===== src/rtl/or1200_checker_resp_pkg.sv =====
// Shared definitions for the privilege-checker response path: cause bit
// positions, FSM encodings and the supervisor-flag decode.
package or1200_checker_defs;

  localparam int NUM_SRC    = 4;
  localparam int CAUSE_SR   = 0;
  localparam int CAUSE_PIPE = 1;
  localparam int CAUSE_MMU  = 2;
  localparam int CAUSE_SUPV = 3;

  typedef enum logic [1:0] {
    MONITOR  = 2'd0,
    ALERT    = 2'd1,
    LOCKDOWN = 2'd2
  } chk_state_e;

  // Even parity on the 3-bit encoding means "supervisor".
  function automatic logic supv_decode(input logic [2:0] enc);
    return ~^enc;
  endfunction

endpackage


===== src/rtl/or1200_checker_resp_filt.sv =====
// Single-source debounce: counts consecutive enabled violation cycles and
// pulses qual once per episode when the count reaches FILTER_CYCLES.
module or1200_checker_filt #(
  parameter int FILTER_CYCLES = 2
) (
  input  logic clk,
  input  logic rst,
  input  logic check_en,
  input  logic raw,
  output logic qual
);

  localparam logic [3:0] FC = 4'(FILTER_CYCLES);

  logic [3:0] cnt;
  logic       hit;

  assign hit  = check_en & raw;
  // Counter parks at FC, so the pulse cannot repeat until raw drops.
  assign qual = hit & (cnt == FC - 4'd1);

  always_ff @(posedge clk) begin
    if (rst)          cnt <= '0;
    else if (!hit)    cnt <= '0;
    else if (cnt != FC) cnt <= cnt + 4'd1;
  end

endmodule


===== src/rtl/or1200_checker_resp.sv =====
// Security response for the CPU privilege checker: debounces violation
// sources, records causes/statistics and escalates alert -> lockdown.
module or1200_checker_resp
  import or1200_checker_defs::*;
#(
  parameter int FILTER_CYCLES = 2,
  parameter int ACK_TIMEOUT   = 16,
  parameter int MAX_ALERTS    = 4,
  parameter int CNT_W         = 8
) (
  input  logic             clk,
  input  logic             rst,
  input  logic             check_en,
  input  logic             sr_ok,
  input  logic             pipeline_ok,
  input  logic             mmus_ok,
  input  logic [2:0]       secure_supv,
  input  logic             sr_sm,
  input  logic             alarm_ack,
  output logic             alarm_irq,
  output logic             freeze_req,
  output logic             lockdown,
  output logic [3:0]       cause,
  output logic [3:0]       first_cause,
  output logic [CNT_W-1:0] viol_cnt
);

  logic [NUM_SRC-1:0] raw;
  logic [NUM_SRC-1:0] qual;
  logic               any_q;

  always_comb begin
    raw             = '0;
    raw[CAUSE_SR]   = ~sr_ok;
    raw[CAUSE_PIPE] = ~pipeline_ok;
    raw[CAUSE_MMU]  = ~mmus_ok;
    raw[CAUSE_SUPV] = supv_decode(secure_supv) != sr_sm;
  end

  for (genvar s = 0; s < NUM_SRC; s++) begin : g_filt
    or1200_checker_filt #(.FILTER_CYCLES(FILTER_CYCLES)) u_filt (
      .clk      (clk),
      .rst      (rst),
      .check_en (check_en),
      .raw      (raw[s]),
      .qual     (qual[s])
    );
  end

  assign any_q = |qual;

  chk_state_e state, state_n;
  logic [7:0] timer, timer_n;
  logic [7:0] alert_cnt, alert_cnt_inc;
  logic       lock_hit;
  logic       ack_clr;

  assign alert_cnt_inc = (alert_cnt == 8'hFF) ? alert_cnt : alert_cnt + 8'd1;
  assign lock_hit      = any_q & (alert_cnt_inc >= 8'(MAX_ALERTS));

  always_comb begin
    state_n = state;
    timer_n = timer;
    ack_clr = 1'b0;
    case (state)
      MONITOR: begin
        if (any_q) begin
          state_n = lock_hit ? LOCKDOWN : ALERT;
          timer_n = 8'(ACK_TIMEOUT);
        end
      end
      ALERT: begin
        if (timer != 8'd0) timer_n = timer - 8'd1;
        // Alert-count lockdown beats ack; ack beats the timeout.
        if (lock_hit) begin
          state_n = LOCKDOWN;
        end else if (alarm_ack) begin
          state_n = MONITOR;
          ack_clr = 1'b1;
        end else if (timer <= 8'd1) begin
          state_n = LOCKDOWN;
        end
      end
      LOCKDOWN: state_n = LOCKDOWN;
      default:  state_n = MONITOR;
    endcase
  end

  always_ff @(posedge clk) begin
    if (rst) begin
      state       <= MONITOR;
      timer       <= '0;
      alert_cnt   <= '0;
      alarm_irq   <= 1'b0;
      freeze_req  <= 1'b0;
      lockdown    <= 1'b0;
      cause       <= '0;
      first_cause <= '0;
      viol_cnt    <= '0;
    end else begin
      state      <= state_n;
      timer      <= timer_n;
      alarm_irq  <= state_n != MONITOR;
      freeze_req <= state_n == LOCKDOWN;
      lockdown   <= state_n == LOCKDOWN;
      cause      <= (ack_clr ? 4'd0 : cause) | qual;
      if (any_q) begin
        alert_cnt <= alert_cnt_inc;
        if (first_cause == 4'd0) first_cause <= qual;
        if (!(&viol_cnt)) viol_cnt <= viol_cnt + 1'b1;
      end
    end
  end

endmodule


===== config.mk =====
export PLATFORM = sky130hd
export DESIGN_NAME = or1200_checker_resp
export DESIGN_NICKNAME = d
export VERILOG_FILES = /design/src/rtl/or1200_checker_resp_pkg.sv /design/src/rtl/or1200_checker_resp_filt.sv /design/src/rtl/or1200_checker_resp.sv
export SDC_FILE = /design/constraint.sdc
export NUM_CORES = 1
export LEC_CHECK = 0
export CORE_ASPECT_RATIO = 1.25
export CORE_MARGIN = 2
export CORE_UTILIZATION = 60
export CTS_CLUSTER_SIZE = 10
export DETAILED_ROUTE_END_ITERATION = 16
export GPL_TIMING_DRIVEN = 0
export PLACE_DENSITY = 0.84
export SKIP_LAST_GASP = 1
export SYNTH_ARGS = -nofsm -noshare
export SYNTH_HDL_FRONTEND = slang
export SYNTH_SLANG_ARGS = --single-unit

===== constraint.sdc =====
create_clock -name clk -period 3.6 [get_ports clk]
set_input_delay 0.72 -clock clk [delete_from_list [all_inputs] [get_ports clk]]
set_output_delay 0.72 -clock clk [all_outputs]
set_load 0.005 [all_outputs]

# Yosys cells after proc, flatten, opt, wreduce, memory -nomap -nowiden
# Index checks and enable logic that the tools add are counted.
[totals]
ff_bits = 52
word_cells = 83
output_inout_bits = 19
[classes]
n_addsub = 7
n_eq_ne = 15
n_reduce_logical = 15
n_bitwise = 18
n_lt_le_gt_ge = 2
mux = 14
[op_table]
columns = ["cell", "n"]
rows = [
  ["8-bit 2-to-1 mux", 3],
  ["4-bit by 1-bit adder with 4-bit output, second input constant", 4],
  ["8-bit by 1-bit adder with 8-bit output, second input constant", 2],
  ["4-bit by 1-bit == test with 1-bit output, second input constant", 4],
  ["4-bit by 2-bit != test with 1-bit output, second input constant", 4],
  ["8-bit one-hot mux with 2 select lines", 1],
  ["2-bit 2-to-1 mux", 5],
  ["1-bit AND", 9],
  ["8-bit == test, second input constant", 1],
  ["8-bit by 3-bit >= comparator with 1-bit output, second input constant", 1],
  ["8-bit by 1-bit less-or-equal comparator with 1-bit output, second input constant", 1],
  ["1-bit NOT", 8],
  ["8-bit AND reduction", 1],
  ["8-bit nonzero test", 1],
  ["2-bit OR reduction", 4],
  ["8-bit by 1-bit subtractor with 8-bit output, second input constant", 1],
  ["2-bit one-hot mux with 3 select lines", 1],
  ["2-bit == test, second input constant", 2],
  ["4-bit logical NOT", 1],
  ["4-bit 2-to-1 mux", 1],
  ["2-bit != test, second input constant", 2],
  ["4-bit bitwise OR", 1],
  ["2-bit AND reduction", 2],
  ["2-bit nonzero test", 2],
  ["7 further kinds", 9],
]

# Depth between registers and ports, before layout
[depth]
ltp_word = 10
depth_mapped = 9
mapped_depth_nobuf = 8

# By module
# A second synthesis with hierarchy kept.
[unflattened]
hier_cells = 313
area_unflattened_um2 = 2751.4
[by_module_without_submodules]
columns = ["mod", "area_per_inst_um2", "cells_each", "seq_area_each_um2", "n_inst"]
rows = [
  ["or1200_checker_resp", 1845.5, 217, 720.7, 1],
  ["or1200_checker_filt", 226.5, 24, 80.1, 4],
]

# Worst setup path before layout
# Ideal clock, no wire load.
[synth_path]
path_kind = "input to register"
startpoint = "input port sr_sm"
endpoint = "register timer[2]"
path_stages = 6
setup_slack_ns = 1.456
setup_ns = 0.070
arrival_time_ns = 2.074
cell_sequence = "xnor2_1 -> xnor2_1 -> nand4_2 -> and2_1 -> or4_1 -> a21oi_1"
[synth_via]
elab_chain_len = 6
[synth_lines]
columns = ["item", "line", "rtl"]
rows = [
  ["start: declaration", "or1200_checker_resp.sv:18", "input logic sr_sm,"],
  ["1-bit != test", "or1200_checker_resp.sv:37", "raw[CAUSE_SUPV] = supv_decode(secure_supv) != sr_sm;"],
  ["1-bit AND", "or1200_checker_resp_filt.sv:18", "assign hit = check_en & raw;"],
  ["1-bit AND", "or1200_checker_resp_filt.sv:20", "assign qual = hit & (cnt == FC - 4'd1);"],
  ["4-bit OR reduction", "or1200_checker_resp.sv:50", "assign any_q = |qual;"],
  ["2-bit != test (no line)", "--", ""],
  ["3-bit AND reduction (no line)", "--", ""],
  ["end signal: assignment", "or1200_checker_resp.sv:102", "timer <= timer_n;"],
  ["end: declaration", "or1200_checker_resp.sv:53", "logic [7:0] timer, timer_n;"],
]
# Every way passes these cells.
# A chain may end at the register's enable or synchronous reset.

# Worst setup path after layout
[layout_path]
startpoint = "input port check_en"
endpoint = "register lockdown"
[layout_via]
elab_chain_len = 8
[layout_lines]
columns = ["item", "line", "rtl"]
rows = [
  ["start: declaration", "or1200_checker_resp.sv:13", "input logic check_en,"],
  ["1-bit AND", "or1200_checker_resp_filt.sv:18", ""],
  ["1-bit AND", "or1200_checker_resp_filt.sv:20", ""],
  ["4-bit OR reduction *", "or1200_checker_resp.sv:50", ""],
  ["1-bit AND", "or1200_checker_resp.sv:59", "assign lock_hit = any_q & (alert_cnt_inc >= 8'(MAX_ALERTS));"],
  ["2-bit 2-to-1 mux", "or1200_checker_resp.sv:68", "state_n = lock_hit ? LOCKDOWN : ALERT;"],
  ["2-bit 2-to-1 mux", "or1200_checker_resp.sv:67", "if (any_q) begin"],
  ["2-bit one-hot mux with 3 select lines *", "or1200_checker_resp.sv:65", "case (state)"],
  ["2-bit == test *", "or1200_checker_resp.sv:105", "lockdown <= state_n == LOCKDOWN;"],
  ["end signal: assignment", "or1200_checker_resp.sv:96", "lockdown <= 1'b0;"],
  ["end signal: assignment", "or1200_checker_resp.sv:105", ""],
  ["end: declaration", "or1200_checker_resp.sv:22", "output logic lockdown,"],
]
# Every way passes the cells marked *; elsewhere a longest branch is shown, timed or not.

==> flow_metrics.env <==
export IMPL_status="complete, no violations"
export IMPL_drive_gt1_frac=0.0791
export IMPL_dr_pass1_iters=4
export IMPL_synthFlopType="dfxtp_1"
export IMPL_ys_async_sr_fraction=0
export IMPL_viasPerCell=5.75
export IMPL_routabilityCongestion=0.891
export IMPL_clk_path_buf_depth=2
export IMPL_p_clk_frac=0.349
export IMPL_max_cap_viol_count=0
export IMPL_power_density_nw_per_um2=385
export IMPL_final_nets=380
export IMPL_grtUsageMet3=0.0524
export IMPL_ant_nets=0
export IMPL_initial_core_util=0.620
export IMPL_netlist_instances=317
export IMPL_clock_skew_ps=9.31
export IMPL_worstSetupEndpointType="flop"
export IMPL_dieArea_um2=5100
export IMPL_grt_max_degree=16
export IMPL_synth_warnings=0
export IMPL_antenna_found_initial=0
export IMPL_crit_top_cell="nor3_1"
export IMPL_grt_pass1_wl_um=9850
export IMPL_intPower_uw=933
export IMPL_hold_buffers=0
export IMPL_dp_final_hpwl_um=4140
export IMPL_synth_edf_count=0
export IMPL_synth_seq_area_share=0.382
export IMPL_ys_ff_latch=52
export IMPL_rows=27
export IMPL_port_buffers=29
export IMPL_use_met1=0.289
export IMPL_first_iter_violations=95
export IMPL_cp_cell_sequence="clkdlybuf4s50_1, nand2_1, nor4_2, nor3_1, buf_2, a22oi_2, nor3_1, a211oi_1"
export IMPL_crit_buf_inv=2
export IMPL_htreeDepth=2
export IMPL_clk_pin_slew_ps=90
export IMPL_maxSlewViolCount=0
export IMPL_switching_share=0.245
export IMPL_placed_cell_area_um2=3090
export IMPL_grt_pass1_vias=2203
export IMPL_hold_viol=0
export IMPL_utilization=0.731
export IMPL_cp_slowest_stage_delay_ps=580
export IMPL_p_leak_nw=1.14
export IMPL_synth_area_leaders="dfxtp_1 (38%), ha_1 (7.4%), nor2_1 (5.9%), xnor2_1 (5.5%), a21oi_1 (5.0%)"
export IMPL_syn_area_um2=2720
export IMPL_critical_path_top_delay_family="simple AND/OR/NAND/NOR gates"
export IMPL_cts_resized=0
export IMPL_cp_max_fo=10
export IMPL_combPwrFrac=0.151
export IMPL_seqPwrFrac=0.500
export IMPL_totalWireLength_um=5630
export IMPL_rsz0062_at_grt="false"
export IMPL_setup_viol=0
export IMPL_tightestPinTransition_ps=769
export IMPL_period_minus_slack_ps=2800
export IMPL_core_um2=4390
export IMPL_synth_top_area_share=0.382
export IMPL_grt_use_total=0.242
export IMPL_yosysTopAreaCell="dfxtp_1"
export IMPL_fmax_mhz=357
export IMPL_start_kind="input pin"
export IMPL_syn2layout_area_growth_pct=18.0
export IMPL_grt_overflow=0
export IMPL_hold_class="reg2reg"
export IMPL_die_h_um=79.3
export IMPL_layout_commonest_cell="dfxtp_1"
export IMPL_wire_per_inst_um=13.7
export IMPL_grt_busiest_layer="met2"
export IMPL_post_cts_buffers=0
export IMPL_cts_tree="done"
export IMPL_dp_cells=404
export IMPL_antennaDiodeCount=0
export IMPL_die_w_um=64.3
export IMPL_clock_root_buffer="clkbuf_8"
export IMPL_p_sw_uw=304
export IMPL_ios=30
export IMPL_final_cell_mix="dfxtp_1 (52), nor2_1 (43), clkdlybuf4s50_1 (29)"
export IMPL_final_cell_area_um2=3210
export IMPL_peakVddDrop_mv=0.298
export IMPL_num_vias=2371
export IMPL_final_cells=412
export IMPL_slew_limit_headroom=0.483
export IMPL_cp_arrival_ps=3010
export IMPL_synthDistinctLibCells=48
export IMPL_fin_setup_tns_ps=0
export IMPL_drc=0
export IMPL_clock_sinks=52
export IMPL_post_route_period_util=0.777
export IMPL_use_met2=0.420
export IMPL_cp_required_ps=3820
export IMPL_avgSynthCellArea_um2=8.59
export IMPL_criticalPathCategory="in2reg"
export IMPL_synth_nets=344
export IMPL_clk_latency_ps=300
export IMPL_slowest_stage="nor4_2"
export IMPL_numCtsBuffers=5
==> through the flow <==
step                      total power, mW  hold WS, ps  setup slack [ps]
after floorplan                     0.762          470              1460
after detailed placement            0.817          476               474
after global routing                 1.29          516               600
final                                1.24          490               802
after global placement              0.812          469               529
after CTS                            1.24          491               785
==> worst paths after layout <==
path / from / slack [ps] / endpoint / cells after the start
min reg2reg: cause[3]$_SDFF_PP0_ / 490 / cause[3]$_SDFF_PP0_ / 2
min: cause[3]$_SDFF_PP0_ / 490 / cause[3]$_SDFF_PP0_ / 2
max: check_en / 800 / lockdown$_SDFF_PP0_ / 8
max reg2reg: g_filt[1].u_filt.cnt[0]$_SDFFE_PP0P_ / 1260 / lockdown$_SDFF_PP0_ / 8
==> cell families after synthesis <==
family                   count (synthesis)  share of synthesized area
AND/OR/NAND/NOR                        123                      0.248
buffers and inverters                   32                     0.0501
XOR/XNOR                                21                     0.0676
AO/OA/AOI/OAI                           68                      0.159
multiplexers                             5                     0.0198
flip-flops                              52                      0.382
adder cells (fa/ha/maj)                 16                     0.0735
==> tightest hold or removal path: stages (launching register included) <==
cell	delay, ps
dfxtp_1	320
o21ai_1	70
a21oi_1	60
==> power groups by stage <==
stage                     Combinational (mW)  Sequential, mW  Clock, mW
after floorplan                        0.135           0.627          0
after global placement                 0.181           0.631          0
after detailed placement               0.185           0.632          0
after CTS                              0.186           0.619      0.439
after global routing                   0.211           0.623      0.461
final                                  0.186           0.619      0.432
==> flip-flops by register name, summed over array words and instances (netlist names) <==
name,cells
viol_cnt,8
cause,4
alarm_irq,1
first_cause,4
state,2
timer,8
lockdown,1
alert_cnt,8
g_filt.u_filt.cnt,16
==> synthesized netlist by cell type, drive strengths merged (3+ instances only) <==
cell type	n
a21o	4
nand3b	3
a21oi	28
and2	3
nand4	6
nor2	43
mux2	3
nor2b	4
ha	16
inv	17
clkbuf	9
dfxtp	52
or4	3
o21ai	9
xor2	4
nand3	8
nor4	7
nand2b	8
nand2	14
a311oi	4
buf	6
a31oi	3
nor3	10
a211oi	12
and4	4
xnor2	17
==> area by class of cell <==
class	count	area [um2]
multi-input combinational	233	1550
sequential	52	1040
fill	333	1180
tap	58	72.6
inverter	17	63.8
buffer	15	72.6
clock buffer	7	96.3
clock inverter	1	30.0
timing repair buffer	29	290
==> layer usage <==
metal / vias up / share of wire
met1: 1122 / 0.44
li1: 1187 / -
met4: 0 / 0.013
met2: 54 / 0.51
met5: - / 0
met3: 8 / 0.035
Note: power is estimated with default switching activity, not from simulation.
